`config.mk`:
```
export PLATFORM = sky130hd
export DESIGN_NAME = writeback_unit
export DESIGN_NICKNAME = d
export VERILOG_FILES = /design/src/rtl/writeback_unit.sv
export SDC_FILE = /design/constraint.sdc
export NUM_CORES = 1
export LEC_CHECK = 0
export ABC_AREA = 1
export CAP_MARGIN = 20
export CORE_ASPECT_RATIO = 0.75
export CORE_UTILIZATION = 45
export DETAILED_ROUTE_END_ITERATION = 6
export GPL_ROUTABILITY_DRIVEN = 1
export GPL_TIMING_DRIVEN = 0
export PLACE_DENSITY = 0.66
export SYNTH_ARGS = -nofsm -noshare
export SYNTH_HDL_FRONTEND = slang
export SYNTH_SLANG_ARGS = --single-unit
```
`constraint.sdc`:
```
create_clock -name clk -period 3.7 [get_ports clk]
set_clock_uncertainty 0.15 [all_clocks]
set_input_delay 1.11 -clock clk [delete_from_list [all_inputs] [get_ports clk]]
set_output_delay 1.11 -clock clk [all_outputs]
set_load 0.05 [all_outputs]
```
`src/rtl/writeback_unit.sv`:
```
// writeback_unit: merges single-cycle ALU results and FIFO-buffered load returns onto one register-file write port.
// Define WB_STATS_EN to build the wb_count / squash_count statistics ports and counters.
module writeback_unit #(
  parameter int DEPTH        = 4,
  parameter int STARVE_LIMIT = 8
) (
  input  logic        clk,
  input  logic        reset,
  input  logic        alu_valid,
  output logic        alu_ready,
  input  logic [4:0]  alu_rd,
  input  logic [31:0] alu_data,
  input  logic        ld_valid,
  output logic        ld_ready,
  input  logic [4:0]  ld_rd,
  input  logic [31:0] ld_data,
  output logic        regwrite,
  output logic [4:0]  rd,
  output logic [31:0] rd_data
`ifdef WB_STATS_EN
  ,
  output logic [31:0] wb_count,
  output logic [15:0] squash_count
`endif
);

  localparam int AW = $clog2(DEPTH);
  localparam int OW = AW + 1;

  logic [4:0]       ent_rd_q   [DEPTH];
  logic [4:0]       ent_rd_d   [DEPTH];
  logic [31:0]      ent_data_q [DEPTH];
  logic [31:0]      ent_data_d [DEPTH];
  logic [DEPTH-1:0] ent_vld_q;
  logic [DEPTH-1:0] ent_vld_d;
  logic [DEPTH-1:0] squash_hit_s;
  logic [AW-1:0]    rd_ptr_q;
  logic [AW-1:0]    rd_ptr_d;
  logic [AW-1:0]    wr_ptr_q;
  logic [AW-1:0]    wr_ptr_d;
  logic [OW-1:0]    occ_q;
  logic [OW-1:0]    occ_d;
  logic [7:0]       starve_q;
  logic [7:0]       starve_d;
  logic             alu_ready_q;
  logic             alu_ready_d;
  logic             regwrite_q;
  logic             regwrite_d;
  logic [4:0]       rd_q;
  logic [4:0]       rd_d;
  logic [31:0]      rd_data_q;
  logic [31:0]      rd_data_d;

  logic             alu_acc_s;
  logic             alu_wr_s;
  logic             enq_s;
  logic             head_avail_s;
  logic             head_vld_s;
  logic             pop_s;
  logic             drain_s;

  // ld_ready comes straight from the occupancy flop, so a same-cycle pop never opens a full FIFO.
  assign ld_ready  = (occ_q < OW'(DEPTH));
  assign alu_ready = alu_ready_q;
  assign regwrite  = regwrite_q;
  assign rd        = rd_q;
  assign rd_data   = rd_data_q;

  // Handshake decode and write-port arbitration for the current cycle.
  always_comb begin
    alu_acc_s    = alu_valid & alu_ready_q;
    alu_wr_s     = alu_acc_s & (alu_rd != 5'd0);
    enq_s        = ld_valid & ld_ready & (ld_rd != 5'd0);
    head_avail_s = (occ_q != {OW{1'b0}});
    head_vld_s   = ent_vld_q[rd_ptr_q];
    pop_s        = head_avail_s & ~alu_wr_s;
    drain_s      = pop_s & head_vld_s;
  end

  // Load FIFO next state: pop, enqueue, then squash (a same-cycle enqueue counts as older).
  always_comb begin
    ent_rd_d   = ent_rd_q;
    ent_data_d = ent_data_q;
    ent_vld_d  = ent_vld_q;
    if (pop_s) begin
      ent_vld_d[rd_ptr_q] = 1'b0;
      rd_ptr_d            = rd_ptr_q + AW'(1);
    end else begin
      rd_ptr_d = rd_ptr_q;
    end
    if (enq_s) begin
      ent_vld_d[wr_ptr_q]  = 1'b1;
      ent_rd_d[wr_ptr_q]   = ld_rd;
      ent_data_d[wr_ptr_q] = ld_data;
      wr_ptr_d             = wr_ptr_q + AW'(1);
    end else begin
      wr_ptr_d = wr_ptr_q;
    end
    for (int i = 0; i < DEPTH; i++) begin
      squash_hit_s[i] = alu_wr_s & ent_vld_d[i] & (ent_rd_d[i] == alu_rd);
    end
    ent_vld_d = ent_vld_d & ~squash_hit_s;
    case ({enq_s, pop_s})
      2'b10:   occ_d = occ_q + OW'(1);
      2'b01:   occ_d = occ_q - OW'(1);
      default: occ_d = occ_q;
    endcase
  end

  // Output register selection and starvation guard.
  always_comb begin
    if (alu_wr_s) begin
      regwrite_d = 1'b1;
      rd_d       = alu_rd;
      rd_data_d  = alu_data;
    end else if (drain_s) begin
      regwrite_d = 1'b1;
      rd_d       = ent_rd_q[rd_ptr_q];
      rd_data_d  = ent_data_q[rd_ptr_q];
    end else begin
      regwrite_d = 1'b0;
      rd_d       = 5'd0;
      rd_data_d  = 32'd0;
    end
    if (!head_avail_s || pop_s || !alu_ready_q) begin
      starve_d = 8'd0;
    end else if (head_vld_s && alu_wr_s) begin
      starve_d = starve_q + 8'd1;
    end else begin
      starve_d = starve_q;
    end
    // Hitting the limit withholds alu_ready for one cycle so the head is guaranteed the port.
    alu_ready_d = (starve_d != 8'(STARVE_LIMIT));
  end

  // State and output registers.
  always_ff @(posedge clk or negedge reset) begin
    if (!reset) begin
      for (int i = 0; i < DEPTH; i++) begin
        ent_rd_q[i]   <= 5'd0;
        ent_data_q[i] <= 32'd0;
      end
      ent_vld_q   <= {DEPTH{1'b0}};
      rd_ptr_q    <= {AW{1'b0}};
      wr_ptr_q    <= {AW{1'b0}};
      occ_q       <= {OW{1'b0}};
      starve_q    <= 8'd0;
      alu_ready_q <= 1'b1;
      regwrite_q  <= 1'b0;
      rd_q        <= 5'd0;
      rd_data_q   <= 32'd0;
    end else begin
      ent_rd_q    <= ent_rd_d;
      ent_data_q  <= ent_data_d;
      ent_vld_q   <= ent_vld_d;
      rd_ptr_q    <= rd_ptr_d;
      wr_ptr_q    <= wr_ptr_d;
      occ_q       <= occ_d;
      starve_q    <= starve_d;
      alu_ready_q <= alu_ready_d;
      regwrite_q  <= regwrite_d;
      rd_q        <= rd_d;
      rd_data_q   <= rd_data_d;
    end
  end

`ifdef WB_STATS_EN
  logic [31:0] wb_count_q;
  logic [15:0] squash_count_q;
  logic [16:0] squash_sum_s;

  assign wb_count     = wb_count_q;
  assign squash_count = squash_count_q;

  // Squash total for this cycle, saturating at the counter maximum.
  always_comb begin
    squash_sum_s = {1'b0, squash_count_q} + 17'($countones(squash_hit_s));
  end

  // Statistics counters: writes wrap, squashes saturate.
  always_ff @(posedge clk or negedge reset) begin
    if (!reset) begin
      wb_count_q     <= 32'd0;
      squash_count_q <= 16'd0;
    end else begin
      wb_count_q     <= wb_count_q + {31'd0, regwrite_q};
      squash_count_q <= squash_sum_s[16] ? 16'hFFFF : squash_sum_s[15:0];
    end
  end
`endif

endmodule
```
## Word level (Yosys, flattened, before mapping)

Cells that the tools add are included.

| cells by class | value |
|---|---|
| reduce and logical (&&, ||, !) cells | 12 |
| order comparisons | 8 |
| multiplexer cells | 30 |
| equal/unequal tests | 7 |
| add/sub/neg operators | 5 |
| bitwise gates (word level) | 22 |

Operator list:

| kind | count |
|---|---|
| two-way mux 32 bit | 5 |
| bitwise mux 128 bit | 1 |
| binary-select mux 32 bit (select 2 bit) | 1 |
| demux 32 bit (select 2 bit) | 1 |
| two-way mux 5 bit | 5 |
| bitwise mux 20 bit | 1 |
| == test 5 bit | 4 |
| two-way mux 20 bit | 1 |
| two-way mux 8 bit | 2 |
| AND 1 bit | 14 |
| binary-select mux 5 bit (select 2 bit) | 1 |
| demux 5 bit (select 2 bit) | 1 |
| nonzero test 5 bit | 2 |
| adder 8 x 1 -> 8 bit, second input constant | 1 |
| AND 4 bit | 2 |
| two-way mux 4 bit | 2 |
| inequality test 8 x 4 -> 1 bit, second input constant | 1 |
| inverter 4 bit | 2 |
| >= comparator 3 bit, second input constant | 2 |
| less-than comparator 2 x 3 -> 1 bit, second input constant | 2 |
| inverter 2 -> 3 bit | 2 |
| case mux 3 bit (2 select lines) | 1 |
| two-way mux 1 bit | 5 |
| adder 2 x 1 -> 2 bit, second input constant | 2 |
| 16 further kinds | 23 |

| storage, ports and cells | value |
|---|---|
| register bits | 206 |
| input bits | 78 |
| logic and storage cells | 101 |
| output and inout bits | 40 |

## Logic depth before layout (Yosys ltp)

| logic depth | value |
|---|---|
| depth in word-level cells | 13 |
| depth in mapped cells | 13 |

## Worst setup path before layout

No wires, ideal clock.

| timing path | value |
|---|---|
| path type | input to register |
| start point | input alu_rd[1] |
| end point | register occ_q[2] |
| arrival | 2884 ps |
| stages | 13 |
| setup slack | 524 ps |
| cells stage by stage | buf_2 > nor2_2 > nand3_2 > nand2_4 > inv_2 > buf_4 > nor2_4 > ha_1 > inv_1 > fa_1 > a21oi_1 > o21ai_0 > xor2_1 |

| between the ends | value |
|---|---|
| cells in the longest elaborated chain, start to end | 6 |
| elaborated cells on any way between the ends | 8 |
| those cells by class | 2 x eq/ne; 1 x mux; 3 x bitwise; 2 x reduce/logical |

RTL lines:

| what | line | RTL |
|---|---|---|
| from (decl) | 11 | `input logic [4:0] alu_rd,` |
| nonzero test 5 bit (*) | 72 | `alu_wr_s = alu_acc_s & (alu_rd != 5'd0);` |
| AND 1 bit (*) | 72 |  |
| inverter 1 bit (*) | 76 | `pop_s = head_avail_s & ~alu_wr_s;` |
| AND 1 bit (*) | 76 |  |
| == test 2 x 1 -> 1 bit / == test 2 bit (equally long branches) | 103 | `case ({enq_s, pop_s})` |
| case mux 3 bit (2 select lines) / nonzero test 2 bit (equally long branches) | n/a |  |
| to (signal assigned) | 146 | `occ_q <= {OW{1'b0}};` |
| to (decl) | 41 | `logic [OW-1:0] occ_q;` |

Mark *: on every way between the ends. The rest lies on a longest branch, timed or not.
A chain may end at the register's enable or synchronous reset.

## Worst setup path after layout

| timing path | value |
|---|---|
| start point | input alu_rd[3] |
| end point | register occ_q[2] |

The elaborated chain is that of the path after synthesis.

==> impl_metrics.py <==
metrics = {
    "floorplanning": {
        "initial_core_util_pct": 46.6,
        "row_count": 46,
        "core-area_mm2": 0.0215,
        "ios": 118,
        "fp.dieH_um": 131,
        "die_area_mm2": 0.0228,
        "die_x_um": 174,
    },
    "yosys": {
        "synth_xor_area_share_pct": 0.700,
        "synth_cells": 1291,
        "synth_top_area_cell": "dfrtp_1",
        "yosys.area_share.simple_pct": 25.1,
        "avgSynthCellArea_um2": 7.75,
        "synth_area_leaders": "dfrtp_1 51%, nand2_1 15%, o21ai_0 9.5%",
        "synth-seq-cells": 206,
        "synth_top_area_share_pct": 51.3,
        "synth_area_mm2": 0.0100,
        "synth-compound-area-share_pct": 12.7,
        "ys_seq_area_share_pct": 51.5,
        "synth_top_family_by_area": "simple AND/OR/NAND/NOR gates",
        "syn_nets": 1380,
        "ys_types": 31,
        "synthAdderAreaFrac_pct": 1.45,
        "ys_warn_count": 0,
        "synthMuxAreaShare_pct": 0,
    },
    "critical_path": {
        "crit_type": "primary input to flop",
        "reg2reg_slack_ns": 1.22,
        "rr_worst_depth": 12,
        "critPathArrivalTime_ns": 3.77,
        "reg2reg_from": "alu_ready$_DFF_PN1_",
        "critPathCaptureType": "flop",
        "cp_max_fo": 10,
        "startpoint": "alu_rd[3]",
        "worstPathRequired_ns": 3.95,
        "rr_endpoint": "occ_q[2]$_DFFE_PN0P_",
        "critPathLaunchType": "primary input",
    },
    "finish": {
        "drive_gt1_share_pct": 5.85,
        "multiInputGateArea_mm2": 0.00400,
        "stdcell_count": 1740,
        "nets": 1524,
        "postLayoutCoreUtil_pct": 57.7,
        "areaGrowthSynthToFinish_pct": 23.8,
        "regArea_mm2": 0.00516,
        "diodes": 0,
        "layout_common_cells": "392 x nand2_1, 205 x dfrtp_1, 190 x o21ai_0",
        "layout_commonest_cell": "nand2_1",
        "num-fill-cells": 1982,
        "stdcell_area_mm2": 0.0124,
    },
    "timing": {
        "drv_slew": 0,
        "period_minus_slack_ns": 3.52,
        "setup_violations": 0,
        "max_freq_mhz": 284,
        "min_period_over_period_pct": 95.1,
        "relSlewSlack_pct": 56.3,
        "rsz0062_at_grt": "no",
        "tightest_slew_ns": 0.656,
        "timing_hold_violations_final": 0,
    },
    "routing": {
        "final_antenna_net_count": 0,
        "vias_per_cell": 5.29,
        "routed_wl_mm": 29.4,
        "drc": 0,
        "wl_per_cell_um": 16.9,
        "firstDrtPassIters": 6,
        "dr_total_vias": 9210,
        "first_iter_violations": 1031,
    },
    "power_and_ir_drop": {
        "p_per_area_mw_per_mm2": 863,
        "leakage_nw": 6.11,
        "ir_drop_v": 0.000410,
    },
    "cts": {
        "cts_tree": "built",
        "clk_latency_ns": 0.52,
        "cts_max_path_buffers": 3,
        "cts-hold-fix-buffers": 0,
        "cts_max_level": 1,
        "cts-root-buf": "clkbuf_16",
        "numCtsBuffers": 23,
        "clkSinkCount": 206,
        "clk_pin_slew_worst_paths_ns": 0.06,
    },
    "global_routing": {
        "antenna_found_initial": 0,
        "grt_pass1_vias": 8675,
        "grt_max_degree": 121,
        "grt_usage_pct": 26.4,
        "globalRoute.totalOverflow": 0,
        "grt_pass1_wl_mm": 47.8,
    },
    "placement": {
        "gp_congestion": 0.919,
        "place_hpwl_mm": 20.3,
        "post_dp_cell_area_mm2": 0.0116,
        "io_buffers": 116,
        "placedCellCount": 1696,
    },
    "min_path": {
        "min_to": "occ_q[0]$_DFFE_PN0P_",
        "hold_path_class": "flop to flop",
        "whs_path_depth": 1,
        "hold_start": "occ_q[0]$_DFFE_PN0P_",
    },
    "job": {
        "maxCapViolCount": 0,
    },
    "outcome": {
        "status": "complete, no violations",
    },
}
## stage by stage
stage               hold slack, ns  setup TNS [ns]  worst slack (ns)  total power, mW
finish                       0.327               0             0.181             10.7
global route                 0.348               0           0.00658             11.5
CTS                          0.334               0            0.0815             10.7
detailed placement           0.321          -0.739            -0.484             8.21
global placement             0.315        -1548.48             -7.56             8.13
floorplan                    0.296               0             0.524             6.72
## cells in the mapped netlist, drive strengths merged
master	n
nand3b	3
fa	1
a21oi	51
a211oi	1
xnor2	1
xor2	7
buf	24
dfrtp	205
nand2	394
ha	10
o211ai	1
o21a	1
o21ai	197
nor3	1
nor2	63
dfstp	1
clkbuf	46
inv	142
nand4	3
nand3	139
## flip-flops by register name, summed over array words and instances, names as in the netlist
name / cells
rd_ptr_q: 2
alu_ready: 1
ent_vld_q: 4
rd: 5
ent_data_q: 128
ent_rd_q: 20
occ_q: 3
rd_data: 32
regwrite: 1
starve_q: 8
wr_ptr_q: 2
## worst max-delay path by stage
stage | to | slack, ns | depth (start not counted)
global placement | ent_data_q[48]$_DFFE_PN0P_ | -7.56 | 1
CTS | occ_q[2]$_DFFE_PN0P_ | 0.08 | 13
floorplan | occ_q[2]$_DFFE_PN0P_ | 0.52 | 13
finish | occ_q[2]$_DFFE_PN0P_ | 0.18 | 13
global route | occ_q[2]$_DFFE_PN0P_ | 0.007 | 13
detailed placement | occ_q[2]$_DFFE_PN0P_ | -0.48 | 13
## metal layers
metal / vias to the layer above / wire (µm) / GRT usage (%)
met5: - / 0 / 0
met4: 0 / 580 / 5.99
met3: 39 / 2400 / 5.15
met2: 337 / 12000 / 36.7
met1: 4425 / 14400 / 41.9
li1: 4409 / - / -
## timing repair
item,4_1_cts,5_1_grt
setup endpoints to repair,0,1
setup buffers,0,2
gates resized for setup,0,3
## power by group
part | internal (mW) | switching (mW) | total [mW]
combinational | 1.48 | 3.07 | 4.55
clock | 1.48 | 0.955 | 2.43
sequential | 3.20 | 0.497 | 3.70
## worst max-delay path, cell delays in order
cell	delay, ns
clkdlybuf4s50_1	0.59
inv_2	0.22
nand3_2	0.14
nand2_4	0.16
inv_2	0.07
buf_4	0.23
nor2_4	0.22
ha_1	0.18
inv_1	0.06
fa_1	0.37
a21oi_1	0.14
o21ai_0	0.11
xor2_1	0.15
## logic make-up (layout without fill, tap and decap cells)
logic type	after synthesis	after routing
XOR/XNOR	8	8
flip-flops	206	206
buffers and inverters	212	373
AO/OA/AOI/OAI	251	251
AND/OR/NAND/NOR	603	603
adder cells (fa/ha/maj)	11	11
## cell type report
class	count	area share, %
inverters	142	4.30
flip-flops and latches	206	41.6
well taps	288	2.91
repair buffers	119	9.80
multi-input cells	873	32.3
plain buffers	70	2.58
clock inverters	10	1.11
clock buffers	32	5.40
Power figures use the tool's default switching activity.
